$ cat config.mk
export PLATFORM = sky130hd
export DESIGN_NAME = lii_out_rr_arbiter_flat
export DESIGN_NICKNAME = d
export VERILOG_FILES = /design/src/rtl/lii_pkg.sv /design/src/rtl/lii_out_rr_arbiter_if.sv /design/src/rtl/lii_reg_slice.sv /design/src/rtl/lii_out_rr_arbiter.sv /design/src/flat_wrapper.sv
export SDC_FILE = /design/constraint.sdc
export NUM_CORES = 1
export LEC_CHECK = 0
export CAP_MARGIN = 30
export CORE_ASPECT_RATIO = 0.5
export CORE_MARGIN = 3
export CORE_UTILIZATION = 34
export CTS_BUF_LIST = sky130_fd_sc_hd__clkbuf_8
export DETAILED_ROUTE_END_ITERATION = 16
export PLACE_DENSITY = 0.9
export SLEW_MARGIN = 40
export SYNTH_ARGS = -nofsm -noshare
export SYNTH_HDL_FRONTEND = slang
export SYNTH_SLANG_ARGS = --single-unit
$ cat constraint.sdc
create_clock -name aclk -period 2.5 [get_ports aclk]
set_input_delay 0.5 -clock aclk [delete_from_list [all_inputs] [get_ports aclk]]
set_output_delay 0.5 -clock aclk [all_outputs]
set_load 0.02 [all_outputs]
$ cat src/rtl/lii_pkg.sv
`default_nettype none
// ============================================================================
// Module      : lii_pkg
// Description : Shared LII types, widths and the round-robin pick helper.
// Revision    : 1.0 - initial release
// ============================================================================
package lii_pkg;

    localparam int LII_ID_W    = 8;
    localparam int BURST_CNT_W = 8;
    localparam int MAX_REQ     = 8;
    localparam int REQ_IDX_W   = 3;

    typedef logic [LII_ID_W-1:0] lii_id_t;

    typedef struct packed {
        logic                 found;
        logic [REQ_IDX_W-1:0] idx;
        logic [MAX_REQ-1:0]   onehot;
    } rr_pick_t;

    // First set request at or after ptr, wrapping modulo n (n <= MAX_REQ).
    function automatic rr_pick_t rr_pick(input logic [MAX_REQ-1:0]   req,
                                         input logic [REQ_IDX_W-1:0] ptr,
                                         input int                   n);
        rr_pick_t             r;
        int                   j;
        logic [REQ_IDX_W-1:0] sel;
        r = '0;
        for (int k = 0; k < MAX_REQ; k++) begin
            if (!r.found && (k < n)) begin
                j = int'(ptr) + k;
                if (j >= n) begin
                    j = j - n;
                end
                sel = REQ_IDX_W'(j);
                if (req[sel]) begin
                    r.found       = 1'b1;
                    r.idx         = sel;
                    r.onehot[sel] = 1'b1;
                end
            end
        end
        return r;
    endfunction

endpackage
`default_nettype wire

$ cat src/rtl/lii_out_rr_arbiter_if.sv
`default_nettype none
// ============================================================================
// Module      : lii_out_rr_arbiter_if
// Description : Requester streams plus the shared LII p0 output channel.
// Revision    : 1.0 - initial release
// ============================================================================
interface lii_out_rr_arbiter_if
    import lii_pkg::*;
#(
    parameter int N  = 4,
    parameter int PW = 64
);
    logic [N*PW-1:0]       s_tdata;
    logic [N-1:0]          s_tvalid;
    logic [N-1:0]          s_tready;
    logic [N*LII_ID_W-1:0] s_dst;
    logic [PW-1:0]         lii_out_p0_tdata;
    logic                  lii_out_p0_tvalid;
    logic                  lii_out_p0_tready;
    lii_id_t               lii_out_p0_src;
    lii_id_t               lii_out_p0_dst;
    logic [N-1:0]          grant;

    // Environment side: kernels and the downstream phy.
    modport master (
        output s_tdata, s_tvalid, s_dst, lii_out_p0_tready,
        input  s_tready, lii_out_p0_tdata, lii_out_p0_tvalid,
        input  lii_out_p0_src, lii_out_p0_dst, grant
    );

    // Arbiter side.
    modport slave (
        input  s_tdata, s_tvalid, s_dst, lii_out_p0_tready,
        output s_tready, lii_out_p0_tdata, lii_out_p0_tvalid,
        output lii_out_p0_src, lii_out_p0_dst, grant
    );
endinterface
`default_nettype wire

$ cat src/rtl/lii_reg_slice.sv
`default_nettype none
// ============================================================================
// Module      : lii_reg_slice
// Description : One-stage valid/ready register slice; holds data under
//               backpressure and accepts a new beat whenever the slot drains.
// Revision    : 1.0 - initial release
// ============================================================================
module lii_reg_slice #(
    parameter int W = 72
) (
    input  wire logic         clk,
    input  wire logic         rst_n,
    input  wire logic         i_valid,
    output logic              o_ready,
    input  wire logic [W-1:0] i_data,
    output logic              o_valid,
    output logic [W-1:0]      o_data,
    input  wire logic         i_ready
);
    logic         r_valid;
    logic [W-1:0] r_data;

    assign o_ready = !r_valid || i_ready;
    assign o_valid = r_valid;
    assign o_data  = r_data;

    // Load on accept, drain on downstream ready, otherwise hold.
    always_ff @(posedge clk or negedge rst_n) begin
        if (!rst_n) begin
            r_valid <= 1'b0;
            r_data  <= '0;
        end else if (i_valid && o_ready) begin
            r_valid <= 1'b1;
            r_data  <= i_data;
        end else if (i_ready) begin
            r_valid <= 1'b0;
        end
    end
endmodule
`default_nettype wire

$ cat src/rtl/lii_out_rr_arbiter.sv
`default_nettype none
// ============================================================================
// Module      : lii_out_rr_arbiter
// Description : Round-robin arbiter sharing LII output p0 among N streams,
//               with a per-grant burst limit and a registered output slice.
// Revision    : 1.0 - initial release
// ============================================================================
module lii_out_rr_arbiter
    import lii_pkg::*;
#(
    parameter int      N      = 4,
    parameter int      PW     = 64,
    parameter int      BURST  = 16,
    parameter lii_id_t SRC_ID = 8'h00
) (
    input  wire logic             aclk,
    input  wire logic             arstn,
    lii_out_rr_arbiter_if.slave   bus
);
    typedef enum logic [0:0] {
        ST_IDLE  = 1'b0,
        ST_GRANT = 1'b1
    } state_t;

    localparam logic [BURST_CNT_W-1:0] c_burst_last = BURST_CNT_W'(BURST - 1);
    localparam logic [REQ_IDX_W-1:0]   c_last_idx   = REQ_IDX_W'(N - 1);

    state_t                  r_state,     w_state_nxt;
    logic [N-1:0]            r_grant,     w_grant_nxt;
    logic [REQ_IDX_W-1:0]    r_gidx,      w_gidx_nxt;
    logic [REQ_IDX_W-1:0]    r_rr_ptr,    w_rr_ptr_nxt;
    logic [BURST_CNT_W-1:0]  r_burst_cnt, w_burst_nxt;

    rr_pick_t                w_pick;
    logic                    w_pick_unused;
    logic                    w_gvalid;
    logic                    w_slot_free;
    logic                    w_accept;
    logic [PW-1:0]           w_sel_data;
    lii_id_t                 w_sel_dst;
    logic                    w_out_valid;
    logic [PW-1:0]           w_out_data;
    lii_id_t                 w_out_dst;

    assign w_pick        = rr_pick(MAX_REQ'(bus.s_tvalid), r_rr_ptr, N);
    assign w_pick_unused = ^w_pick.onehot;
    assign w_gvalid      = |(bus.s_tvalid & r_grant);
    assign w_accept      = (r_state == ST_GRANT) && w_gvalid && w_slot_free;

    // Route the granted stream's data and destination to the output slice.
    always_comb begin
        w_sel_data = '0;
        w_sel_dst  = '0;
        for (int i = 0; i < N; i++) begin
            if (r_grant[i]) begin
                w_sel_data = bus.s_tdata[i*PW +: PW];
                w_sel_dst  = bus.s_dst[i*LII_ID_W +: LII_ID_W];
            end
        end
    end

    // Next-state: pick a winner in IDLE, count beats and release in GRANT.
    always_comb begin
        w_state_nxt  = r_state;
        w_grant_nxt  = r_grant;
        w_gidx_nxt   = r_gidx;
        w_rr_ptr_nxt = r_rr_ptr;
        w_burst_nxt  = r_burst_cnt;
        case (r_state)
            ST_IDLE: begin
                if (w_pick.found) begin
                    w_state_nxt = ST_GRANT;
                    w_grant_nxt = w_pick.onehot[N-1:0];
                    w_gidx_nxt  = w_pick.idx;
                    w_burst_nxt = '0;
                end
            end
            ST_GRANT: begin
                if (w_accept) begin
                    w_burst_nxt = r_burst_cnt + 8'd1;
                end
                // Budget spent or requester gone; a blocked slot never releases.
                if ((w_accept && (r_burst_cnt == c_burst_last)) || !w_gvalid) begin
                    w_state_nxt  = ST_IDLE;
                    w_grant_nxt  = '0;
                    w_burst_nxt  = '0;
                    w_rr_ptr_nxt = (r_gidx == c_last_idx) ? '0 : r_gidx + 3'd1;
                end
            end
            default: begin
                w_state_nxt = ST_IDLE;
                w_grant_nxt = '0;
            end
        endcase
    end

    // Arbitration state registers.
    always_ff @(posedge aclk or negedge arstn) begin
        if (!arstn) begin
            r_state     <= ST_IDLE;
            r_grant     <= '0;
            r_gidx      <= '0;
            r_rr_ptr    <= '0;
            r_burst_cnt <= '0;
        end else begin
            r_state     <= w_state_nxt;
            r_grant     <= w_grant_nxt;
            r_gidx      <= w_gidx_nxt;
            r_rr_ptr    <= w_rr_ptr_nxt;
            r_burst_cnt <= w_burst_nxt;
        end
    end

    lii_reg_slice #(
        .W (PW + LII_ID_W)
    ) u_slice (
        .clk     (aclk),
        .rst_n   (arstn),
        .i_valid (w_accept),
        .o_ready (w_slot_free),
        .i_data  ({w_sel_dst, w_sel_data}),
        .o_valid (w_out_valid),
        .o_data  ({w_out_dst, w_out_data}),
        .i_ready (bus.lii_out_p0_tready)
    );

    assign bus.s_tready          = ((r_state == ST_GRANT) && w_slot_free) ? r_grant : '0;
    assign bus.grant             = r_grant;
    assign bus.lii_out_p0_tvalid = w_out_valid;
    assign bus.lii_out_p0_tdata  = w_out_data;
    assign bus.lii_out_p0_dst    = w_out_dst;
    assign bus.lii_out_p0_src    = w_out_valid ? SRC_ID : '0;
endmodule
`default_nettype wire

$ cat src/flat_wrapper.sv
// flat-port wrapper written by rule: the top's interface ports become plain ports
module lii_out_rr_arbiter_flat import lii_pkg::*;
#(
    parameter int      N      = 4,
    parameter int      PW     = 64,
    parameter int      BURST  = 16,
    parameter lii_id_t SRC_ID = 8'h00
)
  (aclk, arstn, bus_s_tdata, bus_s_tvalid, bus_s_dst, bus_lii_out_p0_tready, bus_s_tready, bus_lii_out_p0_tdata, bus_lii_out_p0_tvalid, bus_lii_out_p0_src, bus_lii_out_p0_dst, bus_grant);
  lii_out_rr_arbiter_if #(.N(N), .PW(PW)) bus_i ();
  input  wire logic aclk;
  input  wire logic arstn;
  input wire logic [$bits(bus_i.s_tdata)-1:0] bus_s_tdata;
  input wire logic [$bits(bus_i.s_tvalid)-1:0] bus_s_tvalid;
  input wire logic [$bits(bus_i.s_dst)-1:0] bus_s_dst;
  input wire logic [$bits(bus_i.lii_out_p0_tready)-1:0] bus_lii_out_p0_tready;
  output wire logic [$bits(bus_i.s_tready)-1:0] bus_s_tready;
  output wire logic [$bits(bus_i.lii_out_p0_tdata)-1:0] bus_lii_out_p0_tdata;
  output wire logic [$bits(bus_i.lii_out_p0_tvalid)-1:0] bus_lii_out_p0_tvalid;
  output wire logic [$bits(bus_i.lii_out_p0_src)-1:0] bus_lii_out_p0_src;
  output wire logic [$bits(bus_i.lii_out_p0_dst)-1:0] bus_lii_out_p0_dst;
  output wire logic [$bits(bus_i.grant)-1:0] bus_grant;
  assign bus_i.s_tdata = bus_s_tdata;
  assign bus_i.s_tvalid = bus_s_tvalid;
  assign bus_i.s_dst = bus_s_dst;
  assign bus_i.lii_out_p0_tready = bus_lii_out_p0_tready;
  assign bus_s_tready = bus_i.s_tready;
  assign bus_lii_out_p0_tdata = bus_i.lii_out_p0_tdata;
  assign bus_lii_out_p0_tvalid = bus_i.lii_out_p0_tvalid;
  assign bus_lii_out_p0_src = bus_i.lii_out_p0_src;
  assign bus_lii_out_p0_dst = bus_i.lii_out_p0_dst;
  assign bus_grant = bus_i.grant;
  lii_out_rr_arbiter #(.N(N), .PW(PW), .BURST(BURST), .SRC_ID(SRC_ID)) u_core (.aclk(aclk), .arstn(arstn), .bus(bus_i));
endmodule
==> impl_metrics.toml, run 1 <==
[synth]
synth_edf_count = 0
async_reset_ff_share_pct = 100.0
syn_area_per_cell_um2 = 8.186
synth_ff_type = "sky130_fd_sc_hd__dfrtp_1"
commonest_cells_in_the_netlist = "sky130_fd_sc_hd__dfrtp_1, sky130_fd_sc_hd__nand2_1, sky130_fd_sc_hd__o21ai_0"
yosysUniqueCellTypes = 48
syn-instance-count = 732
ys_seq_area_share_pct = 38.42
yosys_register_bits = 92
synth.yosys.warnings = 0
yosys-top-cells-area = "sky130_fd_sc_hd__dfrtp_1, sky130_fd_sc_hd__a221oi_1, sky130_fd_sc_hd__nor2b_1, sky130_fd_sc_hd__o21ai_0, sky130_fd_sc_hd__a21oi_1"
synth_area_um2 = 5992
netlist.area_leader.share_pct = 38.42
yosysMostFrequentCell = "sky130_fd_sc_hd__dfrtp_1"
netlist.top_cell.by_area = "sky130_fd_sc_hd__dfrtp_1"

[clocking]
tritoncts_clock_tree = "yes"
cts-root-to-sink-buffers = 2
clk_latency_ns = 0.36
clk_transition_reported_paths_ns = 0.10
cts_hold_buf = 0
cts_setup_buffers = 0
cts_root_buffer = "sky130_fd_sc_hd__clkbuf_8"
cts.sink_count = 92
cts_buffers = 9
ctsHtreeMaxLevel = 3

[timing]
timing.clock.skew_ns = 0.009925
final_max_slew_viol_count = 0
final_hold_viol_count = 0
timing_worst_slew_pin_value_ns = 0.7726
report.final.setup_viol = 0
fmax_ghz = 0.4121
timing.final.crit_share_pct = 97.07
rsz0062_at_grt = "no"
whs_ns = 0.08031
final.min_clock_period_ns = 2.427
slew_headroom_pct = 48.50

[power]
worst_case_vdd_ir_drop_mv = 0.4481
switching_share_pct = 43.70
pwr-share-seq_pct = 25.4
p_int_uw = 5259
cellPowerDensity_nw_per_um2 = 910.0
switchingPower_uw = 4082
final_total_power_uw = 9341
p_comb_share_pct = 63.3
share_clk_of_total_power_pct = 11.3
power.leakage_uw = 0.004044

[setup_path]
critPathBufInv = 2
reg2reg_slack_ns = 0.09
setup.worst_path.start_class = "primary input"
r2r_start = "u_core.r_rr_ptr[1]$_DFFE_PN0P_"
cell_family_with_most_cp_delay = "buffers and inverters"
crit_path_max_fanout = 5
cp_endpoint_kind = "output pin"
cpMostUsedCell = "sky130_fd_sc_hd__clkdlybuf4s50_1"
class_of_the_most_critical_setup_path = "in2out"
critical_path.slowest_cell = "sky130_fd_sc_hd__clkdlybuf4s50_1"
cp_slowest_stage_delay_ns = 0.61
timing.rr.end = "u_core.bus.grant[0]$_DFFE_PN0P_"
crit_path_cell_trace = "clkdlybuf4s50_1, nand2b_1, and3_1, clkdlybuf4s50_1"
cp.arrival_ns = 1.93
timing.reg2reg.worst_path_depth = 8
startpoint = "bus_lii_out_p0_tready"
worst_ep_required_time_ns = 2.00

[floorplanning]
row_count = 33
pin_count = 384
dieHeight_um = 99.87
initial_utilization_pct = 35.66
fp.dieArea_um2 = 19350
die-width_um = 193.7
core-area_um2 = 16800

[run_status]
run_status = "complete, no violations"

[drt]
drtAntennaViolNets = 0
remaining_drc_errors = 0
finalWirelength_um = 27210
route.detailed.vias_per_inst = 5.478
avgRoutedWirePerCell_um = 20.66
detail_route.first_pass.iterations = 5
first_iter_violations = 665
via_count = 7214

[finish]
area_growth_pct = 71.31
final_util_pct = 61.08
layout-drive-gt1-share_pct = 6.556
multiInputGateArea_um2 = 3353
num-fill-cells = 1399
layout.area.seq_um2 = 2311
design.final.nets = 1378

[grt]
antenna_found_initial = 5
global_route.overflow_total = 0
overall_track_demand_over_capacity_in_global_routing_pct = 26.55
grt_max_degree = 107
grt_pass1_vias = 7114
grt_first_pass_wirelength_um = 40420

[place]
dp_hpwl_um = 21430
portBuffers = 375
finalWeightedCongestion = 0.9862

[worst_hold_path]
worstHoldPathType = "in2async"

[flow_run]
max-cap-violations = 0
[metal layers]
layer	vias up	GRT usage [%]	wire (um)
met5	-	0	0
met4	0	10.22	940
met3	66	7.042	1892
met2	351	45.61	13770
met1	3417	32.42	10610
li1	3380	-	-
[cells by family after synthesis]
group / count (synthesis) / synth area share (%)
flops: 92 / 38.42
buf+inv: 85 / 6.306
compound gates: 266 / 28.73
fa+ha+maj: 5 / 1.044
other cells: 1 / 0.06258
mux: 12 / 2.777
simple gates: 271 / 22.66
[how the worst max path moves through the flow]
| stage | end | slack (ns) | cells after the start |
|---|---|---|---|
| floorplan | u_core.r_gidx[0]$_DFFE_PN0P_ | 0.04 | 7 |
| global placement | u_core.r_burst_cnt[6]$_DFFE_PN0P_ | -0.06 | 6 |
| detailed placement | u_core.bus.grant[0]$_DFFE_PN0P_ | -0.18 | 7 |
| CTS | u_core.bus.grant[0]$_DFFE_PN0P_ | 0.08 | 8 |
| global route | u_core.r_burst_cnt[7]$_DFFE_PN0P_ | 0.002 | 9 |
| finish | bus_s_tready[2] | 0.07 | 4 |
[registers in the layout, summed over array words and instances, names as in the netlist]
| register | count |
|---|---|
| u_core.bus.grant | 4 |
| u_core.r_burst_cnt | 8 |
| u_core.r_gidx | 3 |
| u_core.r_rr_ptr | 3 |
| u_core.r_state | 1 |
| u_core.u_slice.o_data | 72 |
| u_core.u_slice.o_valid | 1 |
[cells in the final DEF (no fill, tap or decap), types with 5 or more instances in the layout]
cell type and count:
sky130_fd_sc_hd__a21oi_1 81, sky130_fd_sc_hd__a221oi_1 71, sky130_fd_sc_hd__a22o_1 5, sky130_fd_sc_hd__and3_1 7
sky130_fd_sc_hd__buf_12 6, sky130_fd_sc_hd__buf_4 25, sky130_fd_sc_hd__clkbuf_8 11, sky130_fd_sc_hd__clkdlybuf4s50_1 374
sky130_fd_sc_hd__conb_1 8, sky130_fd_sc_hd__dfrtp_1 89, sky130_fd_sc_hd__diode_2 7, sky130_fd_sc_hd__ha_1 5
sky130_fd_sc_hd__inv_1 6, sky130_fd_sc_hd__mux2_2 7, sky130_fd_sc_hd__nand2_1 88, sky130_fd_sc_hd__nand2b_1 5
sky130_fd_sc_hd__nor2_1 11, sky130_fd_sc_hd__nor2b_1 73, sky130_fd_sc_hd__nor3_1 72, sky130_fd_sc_hd__o21ai_0 84
sky130_fd_sc_hd__o31ai_1 5
[power groups by stage]
stage / Sequential [uW] / Clock [uW] / Combinational, uW
final: 2370 / 1060 / 5910
after global routing: 2440 / 1140 / 6400
after CTS: 2360 / 1090 / 5860
after detailed placement: 2390 / 0 / 5850
after global placement: 2370 / 0 / 5620
after floorplan: 2850 / 0 / 2850
[area by class of cell]
cell class                 instances  area share [%]
timing repair buffer             407           39.69
multi-input combinational        562           32.67
sequential                        92           22.51
tap                              227           2.767
clock buffer                      11           1.475
clock inverter                     5          0.4998
inverter                           6          0.2194
antenna                            7          0.1706
[what timing repair did]
item	CTS	global route
gates resized for setup	0	2
hold endpoints to repair	0	0
endpoints found under the setup margin	0	2
[stage by stage]
stage,cells,TNS (ns),setup slack (ns),area [um^2]
floorplan,739,0,0.03654,6020
global placement,1294,-0.3610,-0.06099,10040
detailed placement,1294,-1.572,-0.1779,10040
CTS,1310,0,0.07954,10240
global route,1315,0,0.001887,10260
finish,1317,0,0.07331,10260
Power figures use the tool's default switching activity.
==> run 2: changes to the inputs <==
--- a/config.mk
+++ b/config.mk
@@ -8,11 +8,12 @@
 export CAP_MARGIN = 30
 export CORE_ASPECT_RATIO = 0.5
 export CORE_MARGIN = 3
-export CORE_UTILIZATION = 34
+export CORE_UTILIZATION = 36
 export CTS_BUF_LIST = sky130_fd_sc_hd__clkbuf_8
 export DETAILED_ROUTE_END_ITERATION = 16
-export PLACE_DENSITY = 0.9
+export PLACE_DENSITY = 0.91
 export SLEW_MARGIN = 40
 export SYNTH_ARGS = -nofsm -noshare
 export SYNTH_HDL_FRONTEND = slang
+export SYNTH_HIERARCHICAL = 1
 export SYNTH_SLANG_ARGS = --single-unit
==> run 2 against run 1 <==
Net effect: non-clock buffer count down 6; fmax up 0.69%; largest cell class unchanged; die area up 3.4%; cell area up 4.9%; clock power down 10%; critical path depth up 3; highest routed layer unchanged; wire length down 2.2%; count of clock-buffer cells in the layout down 1; synthesized cell count up 0.14%; first-iteration DRC count down 7.7%; register-to-register slack about the same; combinational power up 30%.
==> impl_metrics.toml, run 2 <==
[setup_path]
setup.worst_path.start_class = "flip-flop"
reg2reg_slack_ns = 0.09
critical_path.slowest_cell = "sky130_fd_sc_hd__ha_2"
timing.rr.end = "u_core/r_gidx[1]$_DFFE_PN0P_"
total_stage_count_of_the_critical_path = 7
cell_family_with_most_cp_delay = "multiplexers"
cp_slowest_stage_delay_ns = 0.44
worst_setup_path_endpoint = "u_core/r_gidx[1]$_DFFE_PN0P_"
worst_ep_required_time_ns = 2.74
critPathBufInv = 1
cp_endpoint_kind = "flip-flop"
crit_path_cell_trace = "clkinvlp_4, ha_2, mux2_2, a22oi_2, o211ai_2, and2_4, mux2_4"
crit_path_max_fanout = 8
startpoint = "u_core/r_rr_ptr[0]$_DFFE_PN0P_"
r2r_start = "u_core/r_rr_ptr[0]$_DFFE_PN0P_"
class_of_the_most_critical_setup_path = "reg2reg"
cp.arrival_ns = 2.65
timing.reg2reg.worst_path_depth = 7

[finish]
final_cell_mix = "sky130_fd_sc_hd__clkdlybuf4s50_1, sky130_fd_sc_hd__dfrtp_1, sky130_fd_sc_hd__nand2_1"
layout.cells.most_common = "sky130_fd_sc_hd__clkdlybuf4s50_1"
design.final.nets = 1381
layout-drive-gt1-share_pct = 12.80
flip_flop_count_of_the_largest_register_all_copies_and_words_added = 72
design_area_um2 = 10770
area_growth_pct = 63.87
num-fill-cells = 1444

[floorplanning]
row_count = 34
core-area_um2 = 17610
fp.dieArea_um2 = 20010
initial_utilization_pct = 37.32
dieHeight_um = 101.5
die-width_um = 197.1
pin_count = 384

[drt]
remaining_drc_errors = 0
avgRoutedWirePerCell_um = 20.12
wl_met2_um = 13290
uppermost_signal_routing_layer_after_detailed_routing = "met4"
post_route_met1_wirelength_um = 10690
drtAntennaViolNets = 0
via_count = 7160
route.detailed.vias_per_inst = 5.412
finalWirelength_um = 26610
detail_route.first_pass.iterations = 5
first_iter_violations = 614
route.met3.wl_um = 1757

[power]
power.leakage_uw = 0.004572
worst_case_vdd_ir_drop_mv = 0.4014
cellPowerDensity_nw_per_um2 = 1052

[synth]
yosysUniqueCellTypes = 57
synth_edf_count = 0
syn_area_per_cell_um2 = 8.967
ys_seq_area_share_pct = 35.03
commonest_cells_in_the_netlist = "sky130_fd_sc_hd__dfrtp_1, sky130_fd_sc_hd__nand2_1, sky130_fd_sc_hd__o21ai_0"
syn-instance-count = 733
synth.yosys.warnings = 6
yosys-top-cells-area = "sky130_fd_sc_hd__dfrtp_1, sky130_fd_sc_hd__mux2_4, sky130_fd_sc_hd__a22oi_1, sky130_fd_sc_hd__o21ai_0, sky130_fd_sc_hd__a21oi_1"
async_reset_ff_share_pct = 100.0
yosysMostFrequentCell = "sky130_fd_sc_hd__dfrtp_1"
synth_ff_type = "sky130_fd_sc_hd__dfrtp_1"
netlist.area_leader.share_pct = 35.03
synth_area_um2 = 6573
yosys_register_bits = 92
netlist.top_cell.by_area = "sky130_fd_sc_hd__dfrtp_1"

[timing]
timing.clock.skew_ns = 0.01541
fmax_ghz = 0.4149
slew_headroom_pct = 52.80
final.min_clock_period_ns = 2.410
tns_ns = 0
whs_ns = 0.05891
final_hold_viol_count = 0
postLayoutSetupSlackWorst_ns = 0.08997
timing.final.crit_share_pct = 96.40
report.final.setup_viol = 0
final_max_slew_viol_count = 0
timing_worst_slew_pin_value_ns = 0.7032

[clocking]
clk_transition_reported_paths_ns = 0.10
cts-root-to-sink-buffers = 2
cts_hold_buf = 0
cts_root_buffer = "sky130_fd_sc_hd__clkbuf_8"
cts.sink_count = 92
cts_buffers = 9
tritoncts_clock_tree = "yes"
clk_latency_ns = 0.36
ctsHtreeMaxLevel = 3

[place]
postPlaceCellArea_um2 = 10560
pre_cts_slack_ns = -0.1488
dp_hpwl_um = 20880
finalWeightedCongestion = 0.9183
portBuffers = 375

[grt]
overall_track_demand_over_capacity_in_global_routing_pct = 25.03
grt_pass1_vias = 7067
grt_first_pass_wirelength_um = 39250
antenna_found_initial = 3
grt_max_degree = 99
global_route.overflow_total = 0

[flow_run]
max-cap-violations = 0

[worst_hold_path]
worstHoldPathType = "in2async"

[run_status]
run_status = "complete, no violations"
==> run 2: changes by cell type after synthesis, moves of 66 or more <==
| cell | previous run | this run |
|---|---|---|
| sky130_fd_sc_hd__a22oi_1 | 0 | 71 |
| sky130_fd_sc_hd__mux2_4 | 0 | 71 |
| sky130_fd_sc_hd__nor3_1 | 72 | 1 |
| sky130_fd_sc_hd__a221oi_1 | 71 | 1 |
| sky130_fd_sc_hd__nor2b_1 | 74 | 5 |
| sky130_fd_sc_hd__nor2_1 | 11 | 77 |
==> run 2: stage by stage <==
stage | total power (uW) | instances | utilization (%)
floorplan | 7343 | 740 | -
global placement | 10080 | 1303 | 59.95
detailed placement | 10290 | 1303 | 59.95
CTS | 11280 | 1319 | 61.00
global route | 12010 | 1323 | 61.15
finish | 11330 | 1323 | 61.15
==> run 2: how the worst min path moves through the flow <==
stage,to,slack (ns),depth (start not counted)
2_1_floorplan,u_core/bus.grant[0]$_DFFE_PN0P_,0.20,0
4_1_cts,u_core/u_slice/o_data[28]$_DFFE_PN0P_,0.05,1
6_report,u_core/u_slice/o_data[28]$_DFFE_PN0P_,0.06,1
5_1_grt,u_core/u_slice/o_data[28]$_DFFE_PN0P_,0.05,1
3_5_place_dp,u_core/u_slice/o_data[28]$_DFFE_PN0P_,0.46,1
3_3_place_gp,u_core/u_slice/o_data[28]$_DFFE_PN0P_,0.45,1
==> run 2: area by class of cell <==
cell class | instances | area (um^2) | share of cell area, %
multi-input combinational | 570 | 3919 | 36.38
clock buffer | 10 | 137.6 | 1.278
antenna | 3 | 7.507 | 0.06970
timing repair buffer | 401 | 4025 | 37.37
sequential | 92 | 2311 | 21.46
tap | 234 | 292.8 | 2.718
clock inverter | 6 | 47.55 | 0.4415
inverter | 7 | 30.03 | 0.2788
==> run 2: worst reg2reg max path: cells and delay by family (launching register included) <==
family / cells / cell delay, ns
adders and majority gates: 1 / 0.45
muxes: 2 / 0.67
buffers and inverters: 1 / 0.12
AOI/OAI and AO/OA: 2 / 0.42
DFF: 1 / 0.42
and+or+nand+nor: 1 / 0.21
==> run 2: repair_timing <==
| action | CTS | global route |
|---|---|---|
| setup buffers | 0 | 1 |
| endpoints found under the setup margin | 0 | 10 |
| resized for setup | 0 | 2 |
==> run 2: cell families (layout without fill, tap and decap cells) <==
family	Yosys count	in the layout	synth area share [%]
buffers and inverters	78	424	5.997
adder cells (fa/ha/maj)	5	5	0.9518
AO/OA/AOI/OAI	262	262	24.71
multiplexers	88	88	19.36
AND/OR/NAND/NOR	207	207	13.90
other	1	11	0.05706
flip-flops	92	92	35.03
==> run 2: per-layer routing <==
layer	up-vias	GRT usage (%)
met1	3463	32.49
met2	299	42.01
met3	64	5.317
met4	0	8.753
met5	-	0
li1	3334	-
==> run 2: power breakdown <==
part | switching, uW | total, uW | internal, uW
logic | 3860 | 7680 | 3820
registers | 523 | 2700 | 2180
clock network | 557 | 953 | 396
total | 4940 | 11300 | 6390
